File: src/rtl/seq_muldiv_unit_if.sv
// Request/response bundle between the datapath and the iterative multiply/divide unit.
interface seq_muldiv_unit_if #(
   parameter int unsigned WIDTH = 32,
   parameter int unsigned OPW   = 5
);
   logic             start;
   logic [OPW-1:0]   opcode;
   logic [WIDTH-1:0] a;
   logic [WIDTH-1:0] b;
   logic             busy;
   logic             done;
   logic [WIDTH-1:0] hi;
   logic [WIDTH-1:0] lo;
   logic             div_by_zero;
   logic             op_err;

   modport master (output start, opcode, a, b,
                   input  busy, done, hi, lo, div_by_zero, op_err);
   modport slave  (input  start, opcode, a, b,
                   output busy, done, hi, lo, div_by_zero, op_err);
endinterface

File: src/rtl/seq_muldiv_unit.sv
// Iterative signed Booth multiply / non-restoring divide, one step per clock, results to HI/LO.
// Optional macro MULDIV_ZERO_SKIP_EN: zero-operand cases complete without iterating.
module seq_muldiv_unit #(
   parameter int unsigned    WIDTH  = 32,
   parameter int unsigned    OPW    = 5,
   parameter logic [OPW-1:0] OP_MUL = OPW'(5'b01111),
   parameter logic [OPW-1:0] OP_DIV = OPW'(5'b10000)
) (
   input  logic             clk,
   input  logic             clear,
   seq_muldiv_unit_if.slave bus
);
   localparam int unsigned AW = WIDTH + 2;
   localparam int unsigned CW = $clog2(WIDTH + 1);

   typedef enum logic [1:0] {S_IDLE, S_RUN, S_DONE} state_t;

   state_t           r_state, w_state_nxt;
   logic [AW-1:0]    r_acc, w_acc_nxt;
   logic [WIDTH-1:0] r_q, w_q_nxt;
   logic             r_q1, w_q1_nxt;
   logic [WIDTH-1:0] r_m, w_m_nxt;
   logic [CW-1:0]    r_cnt, w_cnt_nxt;
   logic             r_is_div, w_is_div_nxt;
   logic             r_neg_q, w_neg_q_nxt;
   logic             r_neg_r, w_neg_r_nxt;
   logic             r_busy, w_busy_nxt;
   logic             r_done, w_done_nxt;
   logic [WIDTH-1:0] r_hi, w_hi_nxt;
   logic [WIDTH-1:0] r_lo, w_lo_nxt;
   logic             r_dbz, w_dbz_nxt;
   logic             r_op_err, w_op_err_nxt;

   logic             w_is_mul, w_is_divop, w_idle_like, w_accept, w_bad, w_zero_skip;
   logic [WIDTH-1:0] w_a_abs, w_b_abs;
   logic [AW-1:0]    w_booth, w_mul_acc, w_div_sh, w_div_acc;
   logic [WIDTH-1:0] w_mul_q, w_div_q, w_rem_fix, w_quo, w_rem;

   assign w_is_mul    = (bus.opcode == OP_MUL);
   assign w_is_divop  = (bus.opcode == OP_DIV);
   assign w_idle_like = (r_state != S_RUN);
   assign w_accept    = bus.start && w_idle_like && (w_is_mul || w_is_divop);
   assign w_bad       = bus.start && w_idle_like && !(w_is_mul || w_is_divop);
   assign w_a_abs     = bus.a[WIDTH-1] ? ((~bus.a) + WIDTH'(1)) : bus.a;
   assign w_b_abs     = bus.b[WIDTH-1] ? ((~bus.b) + WIDTH'(1)) : bus.b;

`ifdef MULDIV_ZERO_SKIP_EN
   assign w_zero_skip = w_is_mul ? ((bus.a == '0) || (bus.b == '0))
                                 : ((bus.a == '0) && (bus.b != '0));
`else
   assign w_zero_skip = 1'b0;
`endif

   // Booth step: add/subtract sign-extended multiplicand, then arithmetic shift {acc,q,q1}
   always_comb begin
      w_booth = r_acc;
      case ({r_q[0], r_q1})
         2'b01:   w_booth = r_acc + {{2{r_m[WIDTH-1]}}, r_m};
         2'b10:   w_booth = r_acc - {{2{r_m[WIDTH-1]}}, r_m};
         default: w_booth = r_acc;
      endcase
   end
   assign w_mul_acc = {w_booth[AW-1], w_booth[AW-1:1]};
   assign w_mul_q   = {w_booth[0], r_q[WIDTH-1:1]};

   // Non-restoring step on magnitudes; signs are applied when the result is written out
   assign w_div_sh  = {r_acc[AW-2:0], r_q[WIDTH-1]};
   assign w_div_acc = r_acc[AW-1] ? (w_div_sh + {2'b00, r_m}) : (w_div_sh - {2'b00, r_m});
   assign w_div_q   = {r_q[WIDTH-2:0], ~w_div_acc[AW-1]};
   assign w_rem_fix = w_div_acc[AW-1] ? (w_div_acc[WIDTH-1:0] + r_m) : w_div_acc[WIDTH-1:0];
   assign w_quo     = r_neg_q ? ((~w_div_q) + WIDTH'(1)) : w_div_q;
   assign w_rem     = r_neg_r ? ((~w_rem_fix) + WIDTH'(1)) : w_rem_fix;

   always_comb begin
      w_state_nxt  = r_state;
      w_acc_nxt    = r_acc;
      w_q_nxt      = r_q;
      w_q1_nxt     = r_q1;
      w_m_nxt      = r_m;
      w_cnt_nxt    = r_cnt;
      w_is_div_nxt = r_is_div;
      w_neg_q_nxt  = r_neg_q;
      w_neg_r_nxt  = r_neg_r;
      w_hi_nxt     = r_hi;
      w_lo_nxt     = r_lo;
      w_dbz_nxt    = r_dbz;
      w_op_err_nxt = 1'b0;
      case (r_state)
         S_IDLE, S_DONE: begin
            w_state_nxt  = S_IDLE;
            w_op_err_nxt = w_bad;
            if (w_accept) begin
               w_dbz_nxt    = 1'b0;
               w_is_div_nxt = w_is_divop;
               if (w_is_divop && (bus.b == '0)) begin
                  w_state_nxt = S_DONE;
                  w_hi_nxt    = bus.a;
                  w_lo_nxt    = '1;
                  w_dbz_nxt   = 1'b1;
               end else if (w_zero_skip) begin
                  w_state_nxt = S_DONE;
                  w_hi_nxt    = '0;
                  w_lo_nxt    = '0;
               end else begin
                  w_state_nxt = S_RUN;
                  w_cnt_nxt   = CW'(WIDTH);
                  w_acc_nxt   = '0;
                  w_q1_nxt    = 1'b0;
                  w_q_nxt     = w_is_divop ? w_a_abs : bus.b;
                  w_m_nxt     = w_is_divop ? w_b_abs : bus.a;
                  w_neg_q_nxt = bus.a[WIDTH-1] ^ bus.b[WIDTH-1];
                  w_neg_r_nxt = bus.a[WIDTH-1];
               end
            end
         end
         S_RUN: begin
            w_cnt_nxt = r_cnt - CW'(1);
            w_q1_nxt  = r_q[0];
            w_acc_nxt = r_is_div ? w_div_acc : w_mul_acc;
            w_q_nxt   = r_is_div ? w_div_q : w_mul_q;
            if (r_cnt == CW'(1)) begin
               w_state_nxt = S_DONE;
               w_hi_nxt    = r_is_div ? w_rem : w_mul_acc[WIDTH-1:0];
               w_lo_nxt    = r_is_div ? w_quo : w_mul_q;
            end
         end
         default: w_state_nxt = S_IDLE;
      endcase
      w_busy_nxt = (w_state_nxt == S_RUN);
      w_done_nxt = (w_state_nxt == S_DONE);
   end

   always_ff @(posedge clk or negedge clear) begin
      if (!clear) r_state <= S_IDLE;
      else        r_state <= w_state_nxt;
   end

   always_ff @(posedge clk or negedge clear) begin
      if (!clear) begin
         r_acc    <= '0;
         r_q      <= '0;
         r_q1     <= 1'b0;
         r_m      <= '0;
         r_cnt    <= '0;
         r_is_div <= 1'b0;
         r_neg_q  <= 1'b0;
         r_neg_r  <= 1'b0;
         r_busy   <= 1'b0;
         r_done   <= 1'b0;
         r_hi     <= '0;
         r_lo     <= '0;
         r_dbz    <= 1'b0;
         r_op_err <= 1'b0;
      end else begin
         r_acc    <= w_acc_nxt;
         r_q      <= w_q_nxt;
         r_q1     <= w_q1_nxt;
         r_m      <= w_m_nxt;
         r_cnt    <= w_cnt_nxt;
         r_is_div <= w_is_div_nxt;
         r_neg_q  <= w_neg_q_nxt;
         r_neg_r  <= w_neg_r_nxt;
         r_busy   <= w_busy_nxt;
         r_done   <= w_done_nxt;
         r_hi     <= w_hi_nxt;
         r_lo     <= w_lo_nxt;
         r_dbz    <= w_dbz_nxt;
         r_op_err <= w_op_err_nxt;
      end
   end

   assign bus.busy        = r_busy;
   assign bus.done        = r_done;
   assign bus.hi          = r_hi;
   assign bus.lo          = r_lo;
   assign bus.div_by_zero = r_dbz;
   assign bus.op_err      = r_op_err;
endmodule

File: src/flat_wrapper.sv
// flat-port wrapper written by rule: the top's interface ports become plain ports
module seq_muldiv_unit_flat 
#(
   parameter int unsigned    WIDTH  = 32,
   parameter int unsigned    OPW    = 5,
   parameter logic [OPW-1:0] OP_MUL = OPW'(5'b01111),
   parameter logic [OPW-1:0] OP_DIV = OPW'(5'b10000)
)
  (clk, clear, bus_start, bus_opcode, bus_a, bus_b, bus_busy, bus_done, bus_hi, bus_lo, bus_div_by_zero, bus_op_err);
  seq_muldiv_unit_if #(.WIDTH(WIDTH), .OPW(OPW)) bus_i ();
  input  logic clk;
  input  logic clear;
  input wire logic [$bits(bus_i.start)-1:0] bus_start;
  input wire logic [$bits(bus_i.opcode)-1:0] bus_opcode;
  input wire logic [$bits(bus_i.a)-1:0] bus_a;
  input wire logic [$bits(bus_i.b)-1:0] bus_b;
  output wire logic [$bits(bus_i.busy)-1:0] bus_busy;
  output wire logic [$bits(bus_i.done)-1:0] bus_done;
  output wire logic [$bits(bus_i.hi)-1:0] bus_hi;
  output wire logic [$bits(bus_i.lo)-1:0] bus_lo;
  output wire logic [$bits(bus_i.div_by_zero)-1:0] bus_div_by_zero;
  output wire logic [$bits(bus_i.op_err)-1:0] bus_op_err;
  assign bus_i.start = bus_start;
  assign bus_i.opcode = bus_opcode;
  assign bus_i.a = bus_a;
  assign bus_i.b = bus_b;
  assign bus_busy = bus_i.busy;
  assign bus_done = bus_i.done;
  assign bus_hi = bus_i.hi;
  assign bus_lo = bus_i.lo;
  assign bus_div_by_zero = bus_i.div_by_zero;
  assign bus_op_err = bus_i.op_err;
  seq_muldiv_unit #(.WIDTH(WIDTH), .OPW(OPW), .OP_MUL(OP_MUL), .OP_DIV(OP_DIV)) u_core (.clk(clk), .clear(clear), .bus(bus_i));
endmodule
File: config.mk
export PLATFORM = sky130hd
export DESIGN_NAME = seq_muldiv_unit_flat
export DESIGN_NICKNAME = d
export VERILOG_FILES = /design/src/rtl/seq_muldiv_unit_if.sv /design/src/rtl/seq_muldiv_unit.sv /design/src/flat_wrapper.sv
export SDC_FILE = /design/constraint.sdc
export NUM_CORES = 1
export LEC_CHECK = 0
export CAP_MARGIN = 20
export CORE_MARGIN = 3
export CORE_UTILIZATION = 50
export CTS_CLUSTER_SIZE = 8
export DETAILED_ROUTE_END_ITERATION = 16
export PLACE_DENSITY_LB_ADDON = 0.15
export SLEW_MARGIN = 15
export SYNTH_ARGS = -nofsm -noshare
export SYNTH_HDL_FRONTEND = slang
export SYNTH_SLANG_ARGS = --single-unit
export TNS_END_PERCENT = 30
File: constraint.sdc
create_clock -name clk -period 9.15 [get_ports clk]
set_clock_uncertainty 0.2 [all_clocks]
set_input_delay 0.915 -clock clk [delete_from_list [all_inputs] [get_ports clk]]
set_output_delay 0.915 -clock clk [all_outputs]
set_load 0.05 [all_outputs]
# Yosys cells after proc, flatten, opt, wreduce, memory -nomap -nowiden
# Cells that the tools add are included.
# W data, S select, Z words.
totals:
  register_bits: 178
  input_bits: 72
  out_inout_bits: 68
  elab_cells: 99
classes:
  addsub: 10
  n_eq_ne: 14
  n_mux: 39
  n_bitwise: 7
  n_reduce_logical: 14
op_table:
  columns: ["op", "count"]
  rows:
  - ["$mux W32", 18]
  - ["$pmux W32 S2", 3]
  - ["$mux W34", 4]
  - ["$pmux W34 S2", 2]
  - ["$add A32 B1 Y32 const B", 4]
  - ["$not A32 Y32", 4]
  - ["$add A34 B32 Y34", 1]
  - ["$add A34 B34 Y34", 1]
  - ["$sub A34 B32 Y34", 1]
  - ["$sub A34 B34 Y34", 1]
  - ["$add A32 B32 Y32", 1]
  - ["$logic_not A32 Y1", 1]
  - ["$mux W6", 2]
  - ["$pmux W6 S2", 1]
  - ["$ne A2 B1 Y1 const B", 4]
  - ["$eq A2 B1 Y1 const B", 3]
  - ["$eq A2 B2 Y1 const B", 3]
  - ["$eq A6 B1 Y1 const B", 1]
  - ["$mux W2", 3]
  - ["$reduce_and A3 Y1", 2]
  - ["$sub A6 B1 Y6 const B", 1]
  - ["$eq A5 B4 Y1 const B", 1]
  - ["$eq A5 B5 Y1 const B", 1]
  - ["$logic_and A1 B1 Y1", 4]
  - ["13 further kinds", 17]

# Depth between registers and ports, before layout
# Gate-level depths: netlist of the first run.
depth:
  depth_word: 10
  depth_mapped: 36
  ltp_nobuf: 31

# Least setup slack after synthesis of the first run
# Ideal clock, no wire load.
synth_timing:
  path_kind: "flip-flop to flip-flop"
  start: "register u_core.r_m[0]"
  end: "register u_core.r_lo[26], in the netlist u_core.bus.lo[26]"
  setup_ns: 0.121
  t_arrival_ns: 7.550
  required_ns: 8.829
  slack_ns: 1.279
  path_stages_with_launch: 37
  path_buffers: 5
  cell_sequence: "dfrtp_1 inv_1 ha_1 inv_1 nor4_1 nand2_1 nor4b_1 nor2b_1 clkbuf_1 nand2b_1 or4_1 nor3_1 nor2_1 xor2_1 ha_1 clkbuf_1 o21a_1 a21oi_1 a211oi_1 nor2_1 o31ai_4 xor2_4 inv_2 buf_6 clkbuf_1 buf_1 ha_1 nand2b_1 nand2b_1 nand2b_1 nand2b_1 or3_1 or2_2 o41ai_1 xor2_1 a21oi_1 o22a_1"
synth_between:
  elab_chain_cells: 9
  elab_cells_between_ends: 10
  classes_between: "add/sub: 3; mux: 5; bitwise: 2"
synth_rtl:
  columns: ["element", "line", "text"]
  rows:
  - ["start, declared", "seq_muldiv_unit.sv:22", "logic [WIDTH-1:0] r_m, w_m_nxt;"]
  - ["start signal, assigned", "seq_muldiv_unit.sv:158", "r_m <= w_m_nxt;"]
  - ["$sub A34 B32 Y34 / $add A34 B32 Y34 (equally long branches)", "seq_muldiv_unit.sv:68", "assign w_div_acc = r_acc[AW-1] ? (w_div_sh + {2'b00, r_m}) : (w_div_sh - {2'b00, r_m});"]
  - ["$mux W34 *", "seq_muldiv_unit.sv:68", null]
  - ["$not A1 Y1 *", "seq_muldiv_unit.sv:69", "assign w_div_q = {r_q[WIDTH-2:0], ~w_div_acc[AW-1]};"]
  - ["$not A32 Y32 *", "seq_muldiv_unit.sv:71", "assign w_quo = r_neg_q ? ((~w_div_q) + WIDTH'(1)) : w_div_q;"]
  - ["$add A32 B1 Y32 *", "seq_muldiv_unit.sv:71", null]
  - ["$mux W32 *", "seq_muldiv_unit.sv:71", null]
  - ["$mux W32 *", "seq_muldiv_unit.sv:124", "w_lo_nxt = r_is_div ? w_quo : w_mul_q;"]
  - ["$mux W32 *", "seq_muldiv_unit.sv:121", "if (r_cnt == CW'(1)) begin"]
  - ["$pmux W32 S2 *", "seq_muldiv_unit.sv:88", "case (r_state)"]
  - ["end signal, assigned", "seq_muldiv_unit.sv:166", "r_lo <= w_lo_nxt;"]
  - ["end, declared", "seq_muldiv_unit.sv:30", "logic [WIDTH-1:0] r_lo, w_lo_nxt;"]
# Mark *: on every way between the ends. The rest lies on a longest branch, timed or not. The select of a mux whose other input is x is not followed.
# A chain may end at the register's enable or synchronous reset.

# Worst setup path after layout of the first run
layout_timing:
  start: "register u_core.r_m[0]"
  end: "register u_core.r_hi[28], in the netlist u_core.bus.hi[28]"
layout_between:
  elab_chain_cells: 10
  elab_cells_between_ends: 14
  classes_between: "add/sub: 6; mux: 7; bitwise: 1"
layout_rtl:
  columns: ["element", "line", "text"]
  rows:
  - ["$sub A34 B32 Y34 / $add A34 B32 Y34 (equally long branches)", "seq_muldiv_unit.sv:68", null]
  - ["$mux W34", "seq_muldiv_unit.sv:68", null]
  - ["$add A32 B32 Y32", "seq_muldiv_unit.sv:70", "assign w_rem_fix = w_div_acc[AW-1] ? (w_div_acc[WIDTH-1:0] + r_m) : w_div_acc[WIDTH-1:0];"]
  - ["$mux W32", "seq_muldiv_unit.sv:70", null]
  - ["$not A32 Y32", "seq_muldiv_unit.sv:72", "assign w_rem = r_neg_r ? ((~w_rem_fix) + WIDTH'(1)) : w_rem_fix;"]
  - ["$add A32 B1 Y32", "seq_muldiv_unit.sv:72", null]
  - ["$mux W32", "seq_muldiv_unit.sv:72", null]
  - ["$mux W32 *", "seq_muldiv_unit.sv:123", "w_hi_nxt = r_is_div ? w_rem : w_mul_acc[WIDTH-1:0];"]
  - ["$mux W32 *", "seq_muldiv_unit.sv:121", null]
  - ["$pmux W32 S2 *", "seq_muldiv_unit.sv:88", null]
  - ["end signal, assigned", "seq_muldiv_unit.sv:165", "r_hi <= w_hi_nxt;"]
  - ["end, declared", "seq_muldiv_unit.sv:29", "logic [WIDTH-1:0] r_hi, w_hi_nxt;"]
# Marked as above.

==> impl_metrics.yaml, run 1 <==
yosys:
  ys_ff_latch: 178
  synthArstFlopShare_pct: 100
  syn_area_mm2: 0.0194
  ys_types: 97
  yosysSeqAreaShare_pct: 23.0
  yosys-top-cells-count: "nor2_1, a21oi_1, nand2_1"
  synth_cells: 2583
  syn_nets: 2769
  syn_area_per_cell_um2: 7.51
  yosysTopAreaCell: "dfrtp_1"
  yosys-top-cells-area: "dfrtp_1, ha_1, xor2_1"
  yosysWarnings: 0
  yosysMostFrequentCell: "nor2_1"
  ys.flop_type: "dfrtp_1"
  synth_top_area_share_pct: 23.0
  synth_edf_count: 0
setup_path:
  cpMaxStageDelayCell: "o41ai_1"
  cp_slowest_stage_delay_ns: 0.79
  cp.required_ns: 9.32
  cp-end-kind: "flip-flop"
  arrival_ns: 8.73
  critPathKind: "reg -> reg"
  critPathMaxFanout: 9
  cp-start-kind: "flip-flop"
global_routing:
  grt_max_degree: 104
  track_usage_pct: 35.3
  grt_pass1_wl_um: 114000
  grt_overflow: 0
  antenna_found_initial: 1
  grt_pass1_vias: 19200
floorplan:
  dieArea_mm2: 0.0412
  core_area_mm2: 0.0379
  die_height_um: 203
  num_rows: 71
  ios: 140
  start_util_pct: 51.1
  dieWidth_um: 203
cells_and_area:
  fin_util_pct: 56.9
  num_antenna_cells: 0
  drive_gt1_share_pct: 4.64
  area_growth_pct: 11.4
  nNetsFinal: 2782
  postLayoutCellArea_mm2: 0.0216
route:
  wl_met1_um: 31900
  top_layer_used: "met4"
  wl_met3_um: 7310
  finalWirelength_um: 74800
  drc_errors: 0
  vias_per_cell: 6.52
  routedWlPerCell_um: 24.0
  vias: 20400
  wl_met2_um: 33300
  dr.pass1.iters: 6
  drtIter0Drc: 2258
  ant_nets: 0
clock_network:
  clk_latency_ns: 0.45
  cts_resized: 0
  clk_pin_slew_ns: 0.07
  post_cts_buffers: 0
  cts_tree: "done"
  holdBufCountCts: 0
  clock_sinks: 178
  cts_buffer_depth: 2
  cts-buffers-inserted: 17
  h-tree-depth: 4
  ctsRootBufferMaster: "clkbuf_16"
timing:
  timing.hold.ws_ns: 0.285
  finalSetupTns_ns: 0
  worst_pin_slew_ns: 1.27
  fmax_ghz: 0.117
  final-max-slew-violation-count: 0
  slew_headroom_pct: 14.4
  rsz0062_at_grt: "false"
  hold_viol_final: 0
  post-route-min-period_ns: 8.56
  setup_viol: 0
  period_share_pct: 93.6
min_path:
  hp-class: "reg -> reg"
place:
  postPlaceCellArea_mm2: 0.0210
  portBuffers: 139
  gp_congestion: 1.01
  dp_hpwl_um: 57100
run:
  max-cap-violations: 0
status:
  status: "completed"
[cell families (layout without fill, tap and decap cells)]
logic type / after synthesis / count (layout) / share of synthesized area [%]
compound gates: 892 / 892 / 29.5
xor+xnor: 252 / 252 / 11.6
fa+ha+maj: 114 / 114 / 7.47
buf+inv: 238 / 264 / 4.73
flops: 178 / 178 / 23.0
mux: 51 / 51 / 2.69
simple gates: 858 / 858 / 21.0
[registers in the layout, indices dropped and copies added (netlist names)]
name                    cells
u_core.bus.hi              32
u_core.r_m                 32
u_core.r_q                 32
u_core.bus.busy             1
u_core.bus.done             1
u_core.r_neg_q              1
u_core.r_neg_r              1
u_core.r_is_div             1
u_core.r_state              2
u_core.bus.div_by_zero      1
u_core.bus.op_err           1
u_core.r_cnt                6
u_core.r_q1                 1
u_core.r_acc               34
u_core.bus.lo              32
[cell usage in the layout, fill, tap and decap left out, types with 10 or more instances in the layout]
master and count:
a21boi_0 10, xor2_1 144, a211oi_1 97, and2_1 23, nor4_1 24, nand2b_1 19
clkdlybuf4s50_1 138, or2_2 15, inv_1 60, xnor2_1 105, mux2i_1 42, dfrtp_1 177
a21o_1 32, o21bai_1 25, a21oi_1 247, or3_1 28, or4_1 22, nand3_1 63
o21a_1 18, o21ai_0 220, nor2_1 283, o22a_1 14, o31ai_1 44, nor2b_1 14
o211ai_1 21, ha_1 111, nand2_1 231, and3_1 20, a31oi_1 45, nor3_1 51
clkbuf_16 17, o41ai_1 20, nand4_1 22, buf_4 28
[routing by layer]
layer  GRT usage, %  up-vias
li1               -     9469
met1           49.4     9722
met2           55.1     1031
met3           6.67      135
met4           11.1        0
met5              0        -
[worst max-delay path: cells and delay by family, from the launching register on]
| kind | cells | cell delay [ns] |
|---|---|---|
| adder cells (fa/ha/maj) | 3 | 1.08 |
| flip-flops | 1 | 0.48 |
| AND/OR/NAND/NOR | 11 | 3.37 |
| AO/OA/AOI/OAI | 8 | 2.25 |
| XOR/XNOR | 3 | 0.59 |
| buffers and inverters | 4 | 0.51 |
[metrics by stage]
step           worst slack [ns]  std cells
6_report                  0.589       3120
5_1_grt                   0.174       3120
4_1_cts                   0.825       3120
2_1_floorplan              1.28       2583
3_5_place_dp              0.903       3088
3_3_place_gp               1.02       3088
[cell type report]
type / instances / area, µm²
clock inverter: 14 / 165
inverter: 65 / 244
tap: 511 / 639
timing repair buffer: 167 / 1610
sequential: 178 / 4460
clock buffer: 18 / 439
multi-input combinational: 2167 / 14000
fill: 3674 / 16300
[final timing paths]
check / startpoint / to / slack (ns) / cells past startpoint
worst min register to register: u_core.bus.hi[3] / u_core.bus.hi[3] / 0.29 / 2
worst min-delay path: u_core.bus.hi[3] / u_core.bus.hi[3] / 0.29 / 2
max in group asynchronous: clear / u_core.r_is_div / 6.68 / 2
min in group asynchronous: clear / u_core.r_acc[23] / 0.41 / 1
worst max register to register: u_core.r_m[0] / u_core.bus.hi[28] / 0.59 / 29
worst max-delay path: u_core.r_m[0] / u_core.bus.hi[28] / 0.59 / 29
Power of run 1 is not shown: default switching activity piles up to over one toggle a cycle in this logic, so the estimate is an artifact.
==> run 2: changes to the inputs <==
- ABC_CLOCK_PERIOD_IN_PS: not set -> 9150
- DONT_BUFFER_PORTS: not set -> 1
- TNS_END_PERCENT: 30 -> 5
==> run 2 against run 1 <==
First-iteration DRC count grew 2.5%. Critical path depth up 2. Cell area down 6.5%. Flip-flop and latch count unchanged. Via count is 2.2% lower. Hold slack better by 0.012 ns. Utilization shrank 3.7 points. Register-to-register slack better by 0.16 ns. Cell count decreased by 4.5%. Clock-buffer cell count shrank 1. Critical endpoint is now u_core.bus.hi[31]. Highest routed layer is now met5.
==> impl_metrics.yaml, run 2 (synthesis results as in run 1) <==
status:
  status: "completed"
setup_path:
  reg2reg_depth: 31
  timing.rr.start: "u_core.r_m[0]"
  arrival_ns: 8.56
  reg2reg_to: "u_core.bus.hi[31]"
  cp_slowest_stage_delay_ns: 0.55
  critPathKind: "reg -> reg"
  cp-end-kind: "flip-flop"
  cpMaxStageDelayCell: "nor3b_1"
  cp-start-kind: "flip-flop"
  reg2reg_setup_slack_ns: 0.74
  critPathMaxFanout: 9
  cp.required_ns: 9.31
place:
  portBuffers: 0
  dp_hpwl_um: 56300
  postPlaceCellArea_mm2: 0.0196
  gp_congestion: 0.977
clock_network:
  clk_pin_slew_ns: 0.08
  clock_sinks: 178
  cts_buffer_depth: 2
  cts_resized: 0
  clk_latency_ns: 0.45
  post_cts_buffers: 0
  h-tree-depth: 4
  cts-buffers-inserted: 17
  holdBufCountCts: 1
  cts_tree: "done"
  ctsRootBufferMaster: "clkbuf_16"
floorplan:
  start_util_pct: 51.1
  dieWidth_um: 203
  num_rows: 71
  dieArea_mm2: 0.0412
  ios: 140
  die_height_um: 203
  core_area_mm2: 0.0379
timing:
  hold_viol_final: 0
  finalSetupTns_ns: 0
  fmax_ghz: 0.119
  period_share_pct: 91.9
  post-route-min-period_ns: 8.41
  worst_pin_slew_ns: 1.03
  setup_viol: 0
  final-max-slew-violation-count: 0
  slew_headroom_pct: 31.3
  rsz0062_at_grt: "false"
  timing.hold.ws_ns: 0.297
global_routing:
  antenna_found_initial: 2
  grt_max_degree: 179
  track_usage_pct: 35.0
  grt_overflow: 0
  grt_pass1_vias: 18400
  grt_pass1_wl_um: 113000
route:
  finalWirelength_um: 74000
  vias_per_cell: 6.68
  ant_nets: 0
  dr.pass1.iters: 7
  vias: 19900
  drtIter0Drc: 2314
  routedWlPerCell_um: 24.8
  drc_errors: 0
min_path:
  hp-class: "reg -> reg"
  hold_end: "u_core.r_cnt[5]"
  min-delay-start: "u_core.r_cnt[5]"
  hold_depth: 1
cells_and_area:
  largest_reg_flops: 34
  num_antenna_cells: 0
  regMostFlops: "u_core.r_acc"
  nNetsFinal: 2642
  area_growth_pct: 4.17
  postLayoutCellArea_mm2: 0.0202
  drive_gt1_share_pct: 4.82
  final_cell_mix: "nor2_1, a21oi_1, nand2_1"
  final_common_cell: "nor2_1"
run:
  max-cap-violations: 0
run 2: cell types whose count changed in the layout (fill, tap and decap cells not counted), sizes merged:
| cell | delta |
|---|---|
| bufinv | -1 |
| buf | -1 |
| inv | -1 |
| clkbuf | -2 |
| clkinvlp | +3 |
| clkdlybuf4s50 | -138 |
run 2: how the worst max path moves through the flow:
stage,startpoint,to,depth (start not counted)
after global placement,u_core.r_m[0],u_core.bus.hi[31],30
after detailed placement,u_core.r_m[0],u_core.bus.hi[31],31
final,u_core.r_m[0],u_core.bus.hi[31],31
after floorplan,u_core.r_m[0],u_core.bus.lo[26],36
after CTS,u_core.r_m[0],u_core.bus.hi[31],31
after global routing,u_core.r_m[0],u_core.bus.hi[31],30
run 2: worst max-delay path: cells and delay by family, from the launching register on:
kind            cells  cell delay (ns)
buf+inv             5             0.72
flops               1             0.49
mux                 1             0.34
simple gates       12             2.90
fa+ha+maj           3             1.09
xor+xnor            3             0.99
compound gates      7             1.58
run 2: area by class of cell:
type,instances,area (µm²)
timing repair buffer,27,223
inverter,65,244
sequential,178,4460
tap,511,639
fill,3813,17700
multi-input combinational,2167,14000
clock buffer,17,425
clock inverter,15,166
run 2: routing by layer:
layer | global-route usage [%] | wire [µm] | vias to the layer above
met3 | 6.33 | 7440 | 110
li1 | - | - | 9195
met2 | 53.6 | 32500 | 998
met1 | 50.4 | 31700 | 9606
met5 | 0 | 12 | -
met4 | 10.8 | 2400 | 2
run 2: metrics by stage:
step | setup slack (ns) | instances | utilization [%]
5_1_grt | 0.171 | 2980 | 53.3
3_5_place_dp | 1.01 | 2947 | 51.6
3_3_place_gp | 1.05 | 2947 | 51.6
4_1_cts | 0.928 | 2980 | 53.3
2_1_floorplan | 1.28 | 2583 | -
6_report | 0.745 | 2980 | 53.3
Power of run 2 is left out for the same reason.
